===== src/rtl/morse_char_decoder.sv =====
// Morse token to ASCII decoder: input token FIFO, table decode, word-gap collapsing FSM
// and a registered AXI-stream master output stage.
//
// state     | meaning
// ----------|------------------------------------------------------------
// ST_START  | nothing emitted since reset/clear; gap tokens are swallowed
// ST_IN_WORD| last emitted beat was a character; a gap emits one space
// ST_AFTER_GAP | last emitted beat was a space; further gaps are swallowed
module morse_char_decoder #(
  parameter int FIFO_DEPTH             = 8,
  parameter int UNKNOWN_DROP           = 0,
  parameter int ERR_CNT_W              = 8,
  parameter int MORSE_CHAR_WIDTH_MAX_C = 5,
  parameter int MORSE_SIZE_WIDTH_MAX_C = 3
) (
  input  logic                              clk,
  input  logic                              resetn,
  input  logic                              s_tvalid_i,
  input  logic [MORSE_CHAR_WIDTH_MAX_C-1:0] s_tdata_i,
  input  logic [MORSE_SIZE_WIDTH_MAX_C-1:0] s_tsize_i,
  output logic                              m_tvalid_o,
  output logic [7:0]                        m_tdata_o,
  input  logic                              m_tready_i,
  output logic                              overflow_o,
  output logic [ERR_CNT_W-1:0]              err_cnt_o,
  input  logic                              clear_i
);

  localparam int AW    = (FIFO_DEPTH > 1) ? $clog2(FIFO_DEPTH) : 1;
  localparam int TOK_W = MORSE_CHAR_WIDTH_MAX_C + MORSE_SIZE_WIDTH_MAX_C;

  typedef enum logic [1:0] {
    ST_START     = 2'd0,
    ST_IN_WORD   = 2'd1,
    ST_AFTER_GAP = 2'd2
  } state_t;

  state_t state;
  state_t nxt_state;

  logic [TOK_W-1:0] mem [FIFO_DEPTH];
  logic [AW-1:0]    wr_ptr;
  logic [AW-1:0]    rd_ptr;
  logic [AW:0]      count;

  logic fifo_full;
  logic fifo_empty;
  logic pop;
  logic push_ok;
  logic push_drop;

  logic [TOK_W-1:0]                  head;
  logic [MORSE_CHAR_WIDTH_MAX_C-1:0] head_data;
  logic [MORSE_SIZE_WIDTH_MAX_C-1:0] head_size;
  logic                              head_is_char;
  logic [2:0]                        sz3;
  logic [4:0]                        code_raw;
  logic [4:0]                        code_mask;
  logic [4:0]                        code;
  logic [7:0]                        lookup_ch;

  logic       emit;
  logic [7:0] emit_ch;
  logic       unknown;

  // Returns 0 when the pattern has no table entry.
  function automatic logic [7:0] morse_lookup(input logic [2:0] size, input logic [4:0] c);
    logic [7:0] ch;
    ch = 8'h00;
    case (size)
      3'd1: case (c)
        5'd0: ch = "E";
        5'd1: ch = "T";
        default: ch = 8'h00;
      endcase
      3'd2: case (c)
        5'd0: ch = "I";
        5'd1: ch = "N";
        5'd2: ch = "A";
        5'd3: ch = "M";
        default: ch = 8'h00;
      endcase
      3'd3: case (c)
        5'd0: ch = "S";
        5'd1: ch = "D";
        5'd2: ch = "R";
        5'd3: ch = "G";
        5'd4: ch = "U";
        5'd5: ch = "K";
        5'd6: ch = "W";
        5'd7: ch = "O";
        default: ch = 8'h00;
      endcase
      3'd4: case (c)
        5'd0:  ch = "H";
        5'd1:  ch = "B";
        5'd2:  ch = "L";
        5'd3:  ch = "Z";
        5'd4:  ch = "F";
        5'd5:  ch = "C";
        5'd6:  ch = "P";
        5'd8:  ch = "V";
        5'd9:  ch = "X";
        5'd11: ch = "Q";
        5'd13: ch = "Y";
        5'd14: ch = "J";
        default: ch = 8'h00;
      endcase
      3'd5: case (c)
        5'd0:  ch = "5";
        5'd1:  ch = "6";
        5'd3:  ch = "7";
        5'd7:  ch = "8";
        5'd15: ch = "9";
        5'd16: ch = "4";
        5'd24: ch = "3";
        5'd28: ch = "2";
        5'd30: ch = "1";
        5'd31: ch = "0";
        default: ch = 8'h00;
      endcase
      default: ch = 8'h00;
    endcase
    return ch;
  endfunction

  assign fifo_full  = (count == (AW+1)'(FIFO_DEPTH));
  assign fifo_empty = (count == '0);
  assign pop        = !fifo_empty && (!m_tvalid_o || m_tready_i);
  // A full FIFO still accepts a push when the head leaves on the same edge.
  assign push_ok    = s_tvalid_i && (!fifo_full || pop);
  assign push_drop  = s_tvalid_i && fifo_full && !pop;

  assign head      = mem[rd_ptr];
  assign head_data = head[TOK_W-1:MORSE_SIZE_WIDTH_MAX_C];
  assign head_size = head[MORSE_SIZE_WIDTH_MAX_C-1:0];

  assign head_is_char = (int'(head_size) >= 1) && (int'(head_size) <= 5);
  assign sz3          = 3'(head_size);
  assign code_raw     = 5'(head_data);
  assign code_mask    = (5'd1 << sz3) - 5'd1;
  assign code         = code_raw & code_mask;
  assign lookup_ch    = morse_lookup(sz3, code);

  always_comb begin
    emit      = 1'b0;
    emit_ch   = 8'h00;
    unknown   = 1'b0;
    nxt_state = state;
    if (!head_is_char) begin
      if (state == ST_IN_WORD) begin
        emit      = 1'b1;
        emit_ch   = 8'h20;
        nxt_state = ST_AFTER_GAP;
      end
    end else if (lookup_ch != 8'h00) begin
      emit      = 1'b1;
      emit_ch   = lookup_ch;
      nxt_state = ST_IN_WORD;
    end else begin
      unknown = 1'b1;
      if (UNKNOWN_DROP == 0) begin
        emit      = 1'b1;
        emit_ch   = 8'h3F;
        nxt_state = ST_IN_WORD;
      end
    end
  end

  always_ff @(posedge clk) begin
    if (push_ok) begin
      mem[wr_ptr] <= {s_tdata_i, s_tsize_i};
    end
  end

  always_ff @(posedge clk) begin
    if (!resetn) begin
      wr_ptr     <= '0;
      rd_ptr     <= '0;
      count      <= '0;
      m_tvalid_o <= 1'b0;
      m_tdata_o  <= 8'h00;
      overflow_o <= 1'b0;
      err_cnt_o  <= '0;
      state      <= ST_START;
    end else begin
      if (push_ok) wr_ptr <= wr_ptr + AW'(1);
      if (pop)     rd_ptr <= rd_ptr + AW'(1);
      case ({push_ok, pop})
        2'b10:   count <= count + (AW+1)'(1);
        2'b01:   count <= count - (AW+1)'(1);
        default: count <= count;
      endcase

      if (pop && emit) begin
        m_tvalid_o <= 1'b1;
        m_tdata_o  <= emit_ch;
      end else if (m_tready_i) begin
        m_tvalid_o <= 1'b0;
      end

      // clear_i takes priority over any same-cycle FSM, overflow or error event.
      if (clear_i) begin
        state      <= ST_START;
        overflow_o <= 1'b0;
        err_cnt_o  <= '0;
      end else begin
        if (pop) state <= nxt_state;
        if (push_drop) overflow_o <= 1'b1;
        if (pop && unknown && !(&err_cnt_o)) err_cnt_o <= err_cnt_o + ERR_CNT_W'(1);
      end
    end
  end

endmodule


===== config.mk =====
export PLATFORM = sky130hd
export DESIGN_NAME = morse_char_decoder
export DESIGN_NICKNAME = d
export VERILOG_FILES = /design/src/rtl/morse_char_decoder.sv
export SDC_FILE = /design/constraint.sdc
export NUM_CORES = 1
export LEC_CHECK = 0
export ABC_AREA = 1
export BUFFER_PORTS_ARGS = -buffer_cell sky130_fd_sc_hd__buf_2
export CAP_MARGIN = 10
export CORE_MARGIN = 1
export CORE_UTILIZATION = 53
export DETAILED_ROUTE_END_ITERATION = 6
export HOLD_SLACK_MARGIN = 0.02
export PLACE_DENSITY = 0.83
export SLEW_MARGIN = 30
export SYNTH_ARGS = -nofsm -noshare
export SYNTH_HDL_FRONTEND = slang
export SYNTH_SLANG_ARGS = --single-unit

===== constraint.sdc =====
create_clock -name clk -period 3 [get_ports clk]
set_input_delay 0.15 -clock clk [delete_from_list [all_inputs] [get_ports clk]]
set_output_delay 0.15 -clock clk [all_outputs]
set_load 0.05 [all_outputs]

## Word level (Yosys, flattened, before mapping)

Memory sizes are Yosys's and may differ from the RTL's. A register that Yosys moved wholly into a read port is not among the register bits.
Index checks and enable logic that the tools add are counted.

- Logic and storage cells: 81
- Output and inout bits: 18
- RAM bits: 64
- Bits in latches: 0
- Input port bits: 13
- Bits in read-only memories: 328
- Memories kept: 4
- Flip-flop bits (word level): 30

Memory list:

| memory | words | bits a word | rd ports | clocked after memory_dff | wr ports | line | text |
|---|---|---|---|---|---|---|---|
| (no name shown) | 32 | 6 | 1 | 0 | 0 | 109 | `3'd5: case (c)` |
| (no name shown) | 16 | 6 | 1 | 0 | 0 | 94 | `3'd4: case (c)` |
| mem | 8 | 8 | 1 | 1 | 1 | 41 | `logic [TOK_W-1:0] mem [FIFO_DEPTH];` |
| (no name shown) | 8 | 5 | 1 | 0 | 0 | 83 | `3'd3: case (c)` |

- Shifts and indexed selects: 1
- Equality and inequality tests: 12
- Add/sub/neg operators: 6
- Divide/modulo/power cells: 0
- Order comparisons: 2
- Multiply operators: 0
- Bitwise gates (word level): 2
- Multiplexer cells: 21
- Reduce and logical (&&, ||, !) cells: 25

Operator list:

| cell | number |
|---|---|
| case mux 8 bit (5 select lines) | 1 |
| two-way mux 8 bit | 4 |
| case mux 7 bit (4 select lines) | 1 |
| case mux 7 bit (2 select lines) | 1 |
| == test 5 x 2 -> 1 bit (second input constant) | 2 |
| adder 8 x 1 -> 8 bit (second input constant) | 1 |
| logical AND 1 bit | 8 |
| two-way mux 1 bit | 8 |
| case mux 4 bit (2 select lines) | 1 |
| AND reduction 8 bit | 1 |
| nonzero test 8 bit | 1 |
| adder 3 x 1 -> 3 bit (second input constant) | 2 |
| == test 3 x 2 -> 1 bit (second input constant) | 2 |
| == test 3 bit (second input constant) | 2 |
| two-way mux 3 bit | 2 |
| two-way mux 6 bit | 1 |
| nonzero test 2 bit | 3 |
| AND 5 bit | 1 |
| == test 5 x 1 -> 1 bit (second input constant) | 1 |
| logical NOT 1 bit | 5 |
| logical NOT 5 bit | 1 |
| left shift 1 x 3 -> 5 bit (first input constant) | 1 |
| subtractor 5 x 1 -> 5 bit (second input constant) | 1 |
| adder 4 x 1 -> 4 bit (second input constant) | 1 |
| other kinds (14) | 17 |

## Depth between registers and ports, before layout

- Word-level depth: 11
- Mapped depth: 25
- Gate-level depth less buffers: 24

## Least setup slack after synthesis

Ideal clock, no wire load.

- Path kind: register to register
- Start: register (tool-made name)
- End: register err_cnt_o[6]
- Stages on the path, launching flop included: 21
- Clock period less this slack: 2.914 ns
- Arrival: 2.782 ns
- Buffers on the path: 1
- Library setup time: 0.132 ns
- Required time: 2.868 ns
- Slack: 0.086 ns
- Cell sequence: dfxtp_1 buf_4 nand2_1 nand3_1 nand2_1 o21ai_2 nand2_1 o21ai_2 inv_1 ha_1 inv_1 a21oi_1 nand4_2 nand3_1 nand3b_1 nand2_1 nand2_1 nor2_4 nand3_2 nand2_1 a21oi_1

RTL lines:

| item | line | text |
|---|---|---|
| end signal: assignment | 210 | `if (pop && unknown && !(&err_cnt_o)) err_cnt_o <= err_cnt_o + ERR_CNT_W'(1);` |
| end: declaration | 25 | `output logic [ERR_CNT_W-1:0] err_cnt_o,` |

==> results.sh <==
export IMPL_tritoncts="done"
export IMPL_num_vias=4458
export IMPL_die_x_um=99.2
export IMPL_place_gp_congestion=0.896
export IMPL_crit_fanout=7
export IMPL_cts_root_buf="clkbuf_8"
export IMPL_outcome="complete, but fails checks"
export IMPL_drt_iter0_drc=335
export IMPL_async_flop_share=0
export IMPL_drt_antenna_violating_nets=0
export IMPL_synth_warnings=0
export IMPL_cts_sinks=96
export IMPL_dr_pass1_iters=5
export IMPL_rsz0062_at_grt="yes"
export IMPL_ys_seq_area_frac=0.512
export IMPL_drv_cap=0
export IMPL_cts_buffers=9
export IMPL_synthCells=591
export IMPL_cp_buffers_inverters=5
export IMPL_crit_family="simple AND/OR/NAND/NOR gates"
export IMPL_ys_ff_latch=96
export IMPL_place_ws_ns=-0.0641
export IMPL_drcViolationCount=0
export IMPL_nets=718
export IMPL_min_period_ns=3.01
export IMPL_portBuffers=29
export IMPL_synth_avg_cell_area_um2=8.46
export IMPL_path_clk_slew_ns=0.10
export IMPL_synth_nets=621
export IMPL_ios=31
export IMPL_synth_enable_flop_cells=64
export IMPL_min_path_type="input pin to flop"
export IMPL_totalWireLength_um=12600
export IMPL_setup_viol=1
export IMPL_crit_path_start_kind="flop"
export IMPL_tightest_slew_ns=0.753
export IMPL_slowest_delay_ns=0.37
export IMPL_grt_pass1_vias=4186
export IMPL_antenna_found_initial=0
export IMPL_dieHeight_um=99.2
export IMPL_slew_violations=0
export IMPL_crit_path_frequent_cell="nand2_1"
export IMPL_fin_util=0.677
export IMPL_critPathCaptureType="flop"
export IMPL_worstPathCellList="buf_6 -> nand2_1 -> nand3_1 -> nand3_1 -> nand2_2 -> ha_2 -> inv_1 -> o211a_4 -> inv_2 -> ha_2 -> nand2_1 -> inv_2 -> nand3_4 -> nand2_2 -> nand2_1 -> nand2_1 -> nor2_1 -> nand2_1 -> nand2_2 -> nand2_2 -> nor2_4 -> buf_6 -> nand4_1 -> a21oi_2"
export IMPL_synth_top_cell_area_share=0.384
export IMPL_cts_hold_buf=0
export IMPL_worst_ep_arrival_time_ns=3.31
export IMPL_core_area_um2=9200
export IMPL_start_util=0.544
export IMPL_cp_required_ns=3.29
export IMPL_ys_top_cells_by_area="edfxtp_1 (38%), dfxtp_1 (13%), nand2_1 (11%)"
export IMPL_r2r_cells=24
export IMPL_placed_area_um2=5550
export IMPL_dp_cells=763
export IMPL_final_hold_viol_count=0
export IMPL_viasPerCell=5.54
export IMPL_drive_gt1_frac=0.278
export IMPL_antennaDiodeCount=0
export IMPL_cts_max_path_buffers=2
export IMPL_grt_max_degree=18
export IMPL_fmax_ghz=0.332
export IMPL_yosysUniqueCellTypes=38
export IMPL_wl_per_cell_um=15.6
export IMPL_overflow=0
export IMPL_cp_slowest_cell="dfxtp_4"
export IMPL_finalWorstSetupSlack_ns=-0.0146
export IMPL_min_delay_path_depth=1
export IMPL_yosysTopAreaCell="edfxtp_1"
export IMPL_grt_pass1_wl_um=19200
export IMPL_grtUsageTotal=0.251
export IMPL_insertion_delay_ns=0.35
export IMPL_rows=35
export IMPL_violations="setup timing"
export IMPL_synthesis_area_um2=5000
export IMPL_die_area_um2=9830
export IMPL_skew_ns=0.0132
export IMPL_critPathKind="flop to flop"
export IMPL_fin_crit_sh=1.00
export IMPL_finalNonFillerCells=804
export IMPL_slew_headroom=0.496
export IMPL_path_depth=24
export IMPL_final_area_um2=6220
export IMPL_yosys_most_used_dff="edfxtp_1"
export IMPL_area_delta_synth_final_pct=24.4
export IMPL_min_from="s_tdata_i[1]"
export IMPL_hpwlAfterDp_um=8380
export IMPL_htreeDepth=3
sequential cells by signal, indices dropped and copies added (netlist names), named ones only:
signal / cells
rd_ptr: 3
m_tvalid_o: 1
count: 4
err_cnt_o: 8
overflow_o: 1
mem: 64
wr_ptr: 3
state: 2
m_tdata_o: 7
metrics by stage:
step	hold WS, ns	setup TNS [ns]
after detailed placement	0.422	-0.368
after floorplan	0.249	0
after global routing	0.0465	-2.80
after CTS	0.0350	0
final	0.0541	-0.0146
after global placement	0.401	-0.0285
cells in the mapped netlist (4+ instances only):
library cell	count
nand3_1	56
nor2_1	56
o21ai_0	24
xor2_1	5
inv_1	75
ha_1	16
buf_2	6
nand4_1	17
o21ai_1	7
inv_2	6
edfxtp_1	64
a21oi_1	33
nand2_2	6
a31oi_1	4
nand2_1	149
dfxtp_1	32
cell families (layout without fill, tap and decap cells):
family	Yosys count	after routing	share of synthesized area
DFF	96	96	0.512
AOI/OAI and AO/OA	80	80	0.0890
buffers and inverters	98	198	0.0818
and+or+nand+nor	292	294	0.260
adders and majority gates	17	17	0.0440
other	1	1	0.000750
xor gates and xnor gates	7	7	0.0123
per-layer routing:
metal	vias up	wire length, µm	GRT usage
li1	2158	-	-
met1	2081	4960	0.299
met2	165	6370	0.446
met3	54	687	0.0372
met4	0	539	0.121
met5	-	0	0
layout make-up:
| cell class | instances | area [µm²] |
|---|---|---|
| tap | 111 | 139 |
| sequential | 96 | 2570 |
| clock buffer | 9 | 124 |
| clock inverter | 7 | 55.1 |
| multi-input combinational | 399 | 2290 |
| timing repair buffer | 100 | 739 |
| inverter | 82 | 313 |
| fill | 678 | 2970 |
cell usage in the layout, fill, tap and decap left out, types with 10 or more instances in the layout:
master,synthesis,final
nand3_1,56,45
inv_2,6,10
edfxtp_1,64,64
nand2_1,149,133
nand4_1,17,17
buf_2,6,29
nand2_2,6,20
o21ai_0,24,23
inv_1,75,70
nand3_2,2,11
buf_6,3,13
buf_4,3,57
nor2_1,56,52
a21oi_1,33,29
dfxtp_1,32,29
final timing paths:
check / endpoint / slack, ns
min reg2reg: flop / 0.47
max reg2reg: err_cnt_o[4]$_SDFFE_PP0P_ / -0.01
min: mem[0][4]$_DFFE_PP_ / 0.05
max: err_cnt_o[4]$_SDFFE_PP0P_ / -0.01
timing repair:
item                                    4_1_cts  5_1_grt
gates cloned                                  1        1
resized for setup                            24       62
setup buffers                                 8       15
endpoints found under the setup margin       13       14
pin swaps                                    15       40
Power is not shown: default switching activity piles up to over one toggle a cycle in this logic, so the estimate is an artifact.
